<file path="src/rtl/tile_raster.sv">
// -----------------------------------------------------------------------------
// tile_raster
//
// Purpose
//   Tile-map raster for the VGA path. It converts the beam counters hcnt/vcnt
//   into packed pixel words for a COLS x ROWS game board plus a floor strip
//   directly below the board.
//   The board is taken from a frame-synchronous snapshot of 'tiles'. A
//   snapshot is only loaded on an upd_req seen at frame start. This means
//   game-logic writes never tear the displayed frame.
//   The raster is a 3-stage registered pipeline, hcnt/vcnt -> pixels:
//     S1: tile coordinates
//     S2: glyph select and region flags
//     S3: colour expansion
//   It produces one word per clock and never stalls.
//
// Ports
//   clk         in   system clock
//   rst         in   synchronous, active-high reset
//   hcnt        in   [0:10] horizontal beam counter
//   vcnt        in   [0:9]  vertical beam counter
//   tiles       in   live board; tile (r,c) at [(r*COLS+c)*GLYPH_W +: GLYPH_W]
//   upd_req     in   take a snapshot of tiles at the next frame start
//   upd_ack     out  one-cycle pulse, snapshot was loaded
//   pixels      out  pixel word, [0 +: PIX_BITS] is the leftmost pixel
//   pixels_vld  out  word lies in the board or floor region
//
// Configuration
//   TILE_RASTER_GRID_EN  when defined, board words get a grid gutter:
//                        - the leftmost pixel of each board word is black;
//                        - the last line of each tile row is fully black.
//                        The floor and pixels_vld are not affected.
// -----------------------------------------------------------------------------
module tile_raster #(
  parameter int COLS        = 10,
  parameter int ROWS        = 20,
  parameter int GLYPH_W     = 8,
  parameter int PIX_BITS    = 3,
  parameter int PIX_PER_W   = 16,
  parameter int TX_SHIFT    = 5,
  parameter int TY_SHIFT    = 4,
  parameter int XOFFSET     = 218,
  parameter int YOFFSET     = 12,
  parameter int BOARD_X0    = 14,
  parameter int BOARD_Y0    = 8,
  parameter int FLOOR_COLOR = 3
) (
  input  logic                                clk,
  input  logic                                rst,
  input  logic [0:10]                         hcnt,
  input  logic [0:9]                          vcnt,
  input  logic [0:COLS*ROWS*GLYPH_W-1]        tiles,
  input  logic                                upd_req,
  output logic                                upd_ack,
  output logic [0:PIX_PER_W*PIX_BITS-1]       pixels,
  output logic                                pixels_vld
);

  localparam int TXW   = 11 - TX_SHIFT;
  localparam int TYW   = 10 - TY_SHIFT;
  localparam int NBITS = COLS * ROWS * GLYPH_W;
  localparam int BASEW = $clog2(NBITS) + 1;
  localparam int PW    = PIX_PER_W * PIX_BITS;

  localparam logic [10:0]          XOFF_C   = 11'(XOFFSET);
  localparam logic [9:0]           YOFF_C   = 10'(YOFFSET);
  localparam logic [TXW-1:0]       BX0_C    = TXW'(BOARD_X0);
  localparam logic [TXW-1:0]       BX1_C    = TXW'(BOARD_X0 + COLS);
  localparam logic [TYW-1:0]       BY0_C    = TYW'(BOARD_Y0);
  localparam logic [TYW-1:0]       BY1_C    = TYW'(BOARD_Y0 + ROWS);
  localparam logic [BASEW-1:0]     COLS_C   = BASEW'(COLS);
  localparam logic [BASEW-1:0]     GLYPH_C  = BASEW'(GLYPH_W);
  localparam logic [PIX_BITS-1:0]  FLOOR_C  = PIX_BITS'(FLOOR_COLOR);
  localparam logic [TY_SHIFT-1:0]  LINE2_C  = TY_SHIFT'(32'd2);
  localparam logic [TY_SHIFT-1:0]  LINE3_C  = TY_SHIFT'(32'd3);
`ifdef TILE_RASTER_GRID_EN
  localparam logic [TY_SHIFT-1:0]  LINEL_C  = {TY_SHIFT{1'b1}};
`endif

  // ---------------------------------------------------------------------------
  // Beam offsets. The subtraction wraps on underflow, which lands far off-board.
  // ---------------------------------------------------------------------------
  logic [10:0] ox_s;
  logic [9:0]  oy_s;
  logic        frame_start_s;

  assign ox_s          = hcnt - XOFF_C;
  assign oy_s          = vcnt - YOFF_C;
  assign frame_start_s = (hcnt == 11'd0) && (vcnt == 10'd0);

  // ---------------------------------------------------------------------------
  // Board snapshot.
  // ---------------------------------------------------------------------------
  logic [0:NBITS-1] snap_r;
  logic             ack_r;

  // Snapshot register and acknowledge pulse: load only on a request at frame start.
  always_ff @(posedge clk) begin
    if (rst) begin
      snap_r <= '0;
      ack_r  <= 1'b0;
    end else if (frame_start_s && upd_req) begin
      snap_r <= tiles;
      ack_r  <= 1'b1;
    end else begin
      ack_r  <= 1'b0;
    end
  end

  assign upd_ack = ack_r;

  // ---------------------------------------------------------------------------
  // S1: tile coordinates and line within the tile.
  // ---------------------------------------------------------------------------
  logic [TXW-1:0]      s1_tx_r;
  logic [TYW-1:0]      s1_ty_r;
  logic [TY_SHIFT-1:0] s1_line_r;

  // S1 pipeline register.
  always_ff @(posedge clk) begin
    if (rst) begin
      s1_tx_r   <= '0;
      s1_ty_r   <= '0;
      s1_line_r <= '0;
    end else begin
      s1_tx_r   <= ox_s[10:TX_SHIFT];
      s1_ty_r   <= oy_s[9:TY_SHIFT];
      s1_line_r <= oy_s[TY_SHIFT-1:0];
    end
  end

  // ---------------------------------------------------------------------------
  // S2: region classification and glyph fetch from the snapshot.
  // ---------------------------------------------------------------------------
  logic                 in_cols_s;
  logic                 in_board_s;
  logic                 in_floor_s;
  logic [TXW-1:0]       col_s;
  logic [TYW-1:0]       row_s;
  logic [BASEW-1:0]     base_s;
  logic [0:GLYPH_W-1]   glyph_s;
  logic [PIX_BITS-1:0]  color_s;

  assign in_cols_s  = (s1_tx_r >= BX0_C) && (s1_tx_r < BX1_C);
  assign in_board_s = in_cols_s && (s1_ty_r >= BY0_C) && (s1_ty_r < BY1_C);
  assign in_floor_s = in_cols_s && (s1_ty_r == BY1_C);

  // Glyph bit offset. It is forced to 0 off-board so the part-select stays in range.
  always_comb begin
    col_s  = s1_tx_r - BX0_C;
    row_s  = s1_ty_r - BY0_C;
    base_s = '0;
    if (in_board_s) begin
      base_s = ((BASEW'(row_s) * COLS_C) + BASEW'(col_s)) * GLYPH_C;
    end else begin
      base_s = '0;
    end
  end

  assign glyph_s = snap_r[base_s +: GLYPH_W];
  // The colour is the numerically low PIX_BITS of the tile code.
  assign color_s = glyph_s[GLYPH_W-PIX_BITS +: PIX_BITS];

  logic [PIX_BITS-1:0]  s2_color_r;
  logic                 s2_board_r;
  logic                 s2_floor_r;
  logic [TY_SHIFT-1:0]  s2_line_r;

  // S2 pipeline register.
  always_ff @(posedge clk) begin
    if (rst) begin
      s2_color_r <= '0;
      s2_board_r <= 1'b0;
      s2_floor_r <= 1'b0;
      s2_line_r  <= '0;
    end else begin
      s2_color_r <= color_s;
      s2_board_r <= in_board_s;
      s2_floor_r <= in_floor_s;
      s2_line_r  <= s1_line_r;
    end
  end

  // ---------------------------------------------------------------------------
  // S3: expand the colour to a pixel word.
  // ---------------------------------------------------------------------------
  logic [0:PW-1] word_s;
  logic          vld_s;

  // Pixel word and valid flag for the classified region.
  always_comb begin
    word_s = '0;
    vld_s  = 1'b0;
    if (s2_board_r) begin
      vld_s  = 1'b1;
      word_s = {PIX_PER_W{s2_color_r}};
`ifdef TILE_RASTER_GRID_EN
      if (s2_line_r == LINEL_C) begin
        word_s = '0;
      end else begin
        word_s[0 +: PIX_BITS] = '0;
      end
`endif
    end else if (s2_floor_r) begin
      vld_s = 1'b1;
      if ((s2_line_r == LINE2_C) || (s2_line_r == LINE3_C)) begin
        word_s = {PIX_PER_W{FLOOR_C}};
      end else begin
        word_s = '0;
      end
    end else begin
      word_s = '0;
      vld_s  = 1'b0;
    end
  end

  logic [0:PW-1] pix_r;
  logic          vld_r;

  // S3 output register.
  always_ff @(posedge clk) begin
    if (rst) begin
      pix_r <= '0;
      vld_r <= 1'b0;
    end else begin
      pix_r <= word_s;
      vld_r <= vld_s;
    end
  end

  assign pixels     = pix_r;
  assign pixels_vld = vld_r;

endmodule

</file>
<file path="config.mk">
export PLATFORM = sky130hd
export DESIGN_NAME = tile_raster
export DESIGN_NICKNAME = d
export VERILOG_FILES = /design/src/rtl/tile_raster.sv
export SDC_FILE = /design/constraint.sdc
export NUM_CORES = 2
export LEC_CHECK = 0
export ABC_CLOCK_PERIOD_IN_PS = 4430
export BUFFER_PORTS_ARGS = -buffer_cell sky130_fd_sc_hd__buf_2
export CAP_MARGIN = 20
export CORE_AREA = 2 2 649 651
export CTS_CLUSTER_SIZE = 10
export DETAILED_ROUTE_END_ITERATION = 10
export DIE_AREA = 0 0 651 653
export PLACE_DENSITY = 0.3
export REMOVE_ABC_BUFFERS = 1
export SYNTH_ARGS = -nofsm -noshare
export SYNTH_HDL_FRONTEND = slang
export SYNTH_SLANG_ARGS = --single-unit
</file>
<file path="constraint.sdc">
create_clock -name clk -period 4.43 [get_ports clk]
set_input_delay 0.886 -clock clk [delete_from_list [all_inputs] [get_ports clk]]
set_output_delay 0.886 -clock clk [all_outputs]
set_load 0.02 [all_outputs]
</file>
==> results.tsv <==
stage	metric	value	unit
route	drt_iter0_markers	1859	
global_routing	track_usage	8.927	%
logic_synthesis	synth_edf_count	0	
logic_synthesis	muxShareOfSynthArea	4.429	%
clock_tree	clkTransAtPathRegs	0.08	ns
die	rows	238	
worst_setup_path	end_kind	register	
sta	hold_viol_final	0	
final_layout	post_layout_nonfiller_instances	9906	
worst_setup_path	crit_required	5.18	ns
die	ios	1674	
min_path	hold_path.startpoint	tiles[135]	
die	die_y	653	µm
sta	fmax	232.3	MHz
global_routing	overflow	0	
clock_tree	cts_made_buffers	95	
logic_synthesis	ys_ff_latch	628	
sta	setup_tns	0	ns
final_layout	area_growth	52.55	%
global_routing	grt_pass1_wl	256800	µm
place	routabilityCongestion	0.7513	
clock_tree	clockBufferDepth	4	
global_routing	grt_pass1_vias	28630	
logic_synthesis	synth_cells	3660	
worst_setup_path	path_max_fanout	9	
worst_setup_path	worstSetupPathType	register to register	
logic_synthesis	synth_cell_type_count	76	
logic_synthesis	synthSimpleGateAreaFrac	22.51	%
worst_setup_path	path_buf_inv	5	
power_and_ir_drop	leakage	13.62	nW
logic_synthesis	synthXorXnorAreaFrac	0.6974	%
clock_tree	htreeDepth	3	
place	dp_hpwl	151300	µm
route	vias_per_cell	2.900	
power_and_ir_drop	ir_drop	258.2	µV
clock_tree	holdBufCountCts	0	
sta	tightestPinTransition	0.8851	ns
route	dr.pass1.iters	5	
final_layout	final_nets	5936	
worst_setup_path	crit_end	s2_color_r[0]$_SDFF_PP0_	
global_routing	antenna_found_initial	121	
logic_synthesis	synth_compound_area_share	20.37	%
logic_synthesis	syn_avg_cell_area	7.549	µm²
worst_setup_path	crit_slowest_cell	fa_4	
route	vias	28730	
place	placed_cells	9716	
route	wl_per_cell	19.83	µm
clock_tree	root_buffer	clkbuf_16	
logic_synthesis	synth-adder-area-share	0.8695	%
sta	period_minus_slack	4.305	ns
logic_synthesis	synth_flop_cell	dfxtp_1	
clock_tree	cts.sinks	628	
worst_setup_path	timing.rr.end	s2_color_r[0]$_SDFF_PP0_	
logic_synthesis	synthArstFlopShare	0	%
final_layout	layout_commonest_cell	nand2_1	
route	ant_nets	0	
sta	slew_headroom	40.90	%
logic_synthesis	ys_seq_area_share	45.51	%
worst_setup_path	cp-start-kind	register	
worst_setup_path	r2r_start	s1_tx_r[1]$_SDFF_PP0_	
die	coreArea	0.4184	mm²
worst_setup_path	startpoint	s1_tx_r[1]$_SDFF_PP0_	
final_layout	drive_above_1_share	25.89	%
worst_setup_path	r2r_slack	0.12	ns
sta	finClkSkew	0.1129	ns
die	dieArea	0.4251	mm²
status	status	complete, no violations	
route	drcViolationCount	0	
sta	finalCritPeriodShare	97.18	%
logic_synthesis	ys_warn_count	0	
global_routing	grt_start_max_net_pins	128	
sta	rsz0062_at_grt	true	
run	maxCapViolCount	0	
die	floorplan.initialDensity	6.603	%
final_layout	n_fill_cell	48790	
worst_setup_path	critPathMostFrequentCell	buf_4	
clock_tree	cts_tree	done	
worst_setup_path	critical_path_depth	15	
logic_synthesis	netlist_area	0.02763	mm²
route	drt_wl_total	196400	µm
sta	finalSetupViolations	0	
worst_setup_path	rr_worst_depth	15	
worst_setup_path	critPathTopFamily	simple AND/OR/NAND/NOR gates	
worst_setup_path	critPathArrivalTime	5.05	ns
die	fp.dieW	651	µm
sta	slew_violations	0	
final_layout	layout.cells.most_common_list	1338 x nand2_1, 686 x a21oi_1, 672 x buf_2, 626 x dfxtp_1, 148 x buf_4	
min_path	hold_path.class	input pin to register	
power_and_ir_drop	power.density	358.3	mW/mm²
place	io_buffers	673	
worst_setup_path	path_cells	ha_1 > inv_1 > fa_4 > buf_12 > or2_1 > buf_6 > nor4_1 > buf_4 > a22oi_1 > o211ai_1 > o211ai_4 > buf_4 > a21oi_1 > or4_1 > and4b_1	
logic_synthesis	synth_top_family_by_area	simple AND/OR/NAND/NOR gates	
clock_tree	clk_latency	0.92	ns
worst_setup_path	max_stage_delay	0.67	ns
## per-layer routing
metal | vias to the layer above | routed length (µm) | global-route usage [%]
met5 | - | 180 | 0
met4 | 30 | 4877 | 2.048
met3 | 249 | 11600 | 1.782
met2 | 951 | 91940 | 14.96
met1 | 13790 | 87850 | 11.70
li1 | 13710 | - | -
## report_power, final
group | switching [mW] | leakage (nW) | internal (mW)
Sequential | 0.0161 | 5.06 | 5.66
Combinational | 1.14 | 7.10 | 0.616
Clock | 3.19 | 1.46 | 4.47
Total | 4.35 | 13.6 | 10.7
## synthesized netlist by cell type, types with 21 or more instances
cell      count  area, µm²
nand2_1    1349       5064
clkbuf_1    255      957.2
a211oi_1     21      157.7
o21ai_0      56      280.3
nor3_1       35      175.2
buf_2        21      105.1
mux2i_1      57      570.6
a221oi_1     35      306.5
a31oi_1      25      156.4
dfxtp_1     628      12570
nor2_1       56      210.2
buf_4        46      345.3
a21oi_1     686       3433
nand3_1      36      180.2
## how the worst min path moves through the flow
stage / cells past startpoint / endpoint
after floorplan: 2 / pixels[1]$_SDFF_PP0_
after global placement: 1 / s2_line_r[3]$_SDFF_PP0_
after detailed placement: 1 / s2_line_r[3]$_SDFF_PP0_
after CTS: 3 / snap_r[135]$_SDFFE_PP0P_
after global routing: 3 / snap_r[175]$_SDFFE_PP0P_
final: 3 / snap_r[135]$_SDFFE_PP0P_
## metrics by stage
step / util, % / worst slack, ns / hold slack (ns) / cell area, µm² / power (mW)
3_5_place_dp: 9.302 / -0.5109 / 0.4308 / 38920 / 7.622
4_1_cts: 10.05 / 0.01010 / 0.06500 / 42030 / 15.56
2_1_floorplan: - / -27.16 / 0.4000 / 26140 / 6.301
6_report: 10.07 / 0.1248 / 0.2038 / 42150 / 15.10
3_3_place_gp: 9.299 / -0.5092 / 0.4312 / 38910 / 7.628
5_1_grt: 10.06 / -0.0009170 / 0.1217 / 42100 / 15.80
## layout make-up
type                       count  area (µm²)  share of cell area (%)
tap                         5520        6907                   16.39
sequential                   628       12580                   29.84
inverter                      17       63.81                  0.1514
clock inverter                32       380.4                  0.9025
clock buffer                 132        2646                   6.279
antenna                       25       62.56                  0.1484
timing repair buffer         879        5632                   13.36
multi-input combinational   2673       13880                   32.93
## worst min-delay path: cells and delay by family
| kind | cells | cell delay [ns] |
|---|---|---|
| AOI/OAI and AO/OA | 1 | 0.05 |
| buffers and inverters | 1 | 0.10 |
| and+or+nand+nor | 1 | 0.05 |
## cell families after synthesis
logic type                 after synthesis
DFF                                    628
AOI/OAI and AO/OA                      972
adders and majority gates               18
and+or+nand+nor                       1565
muxes                                   96
xor gates and xnor gates                22
buffers and inverters                  359
## state kept, by name, indices dropped and copies added (netlist names)
signal and count:
pixels_vld 1, s1_line_r 3, upd_ack 1, s1_ty_r 6
s2_floor_r 1, s1_tx_r 6, pixels 3, s2_line_r 3
s2_board_r 1, s2_color_r 3, snap_r 600
## timing repair
item                       in CTS  in global routing
pin swaps                       1                  2
setup endpoints to repair       3                  3
gates resized for setup        15                 10
buffers inserted                1                  0
Note: power is estimated with default switching activity, not from simulation.
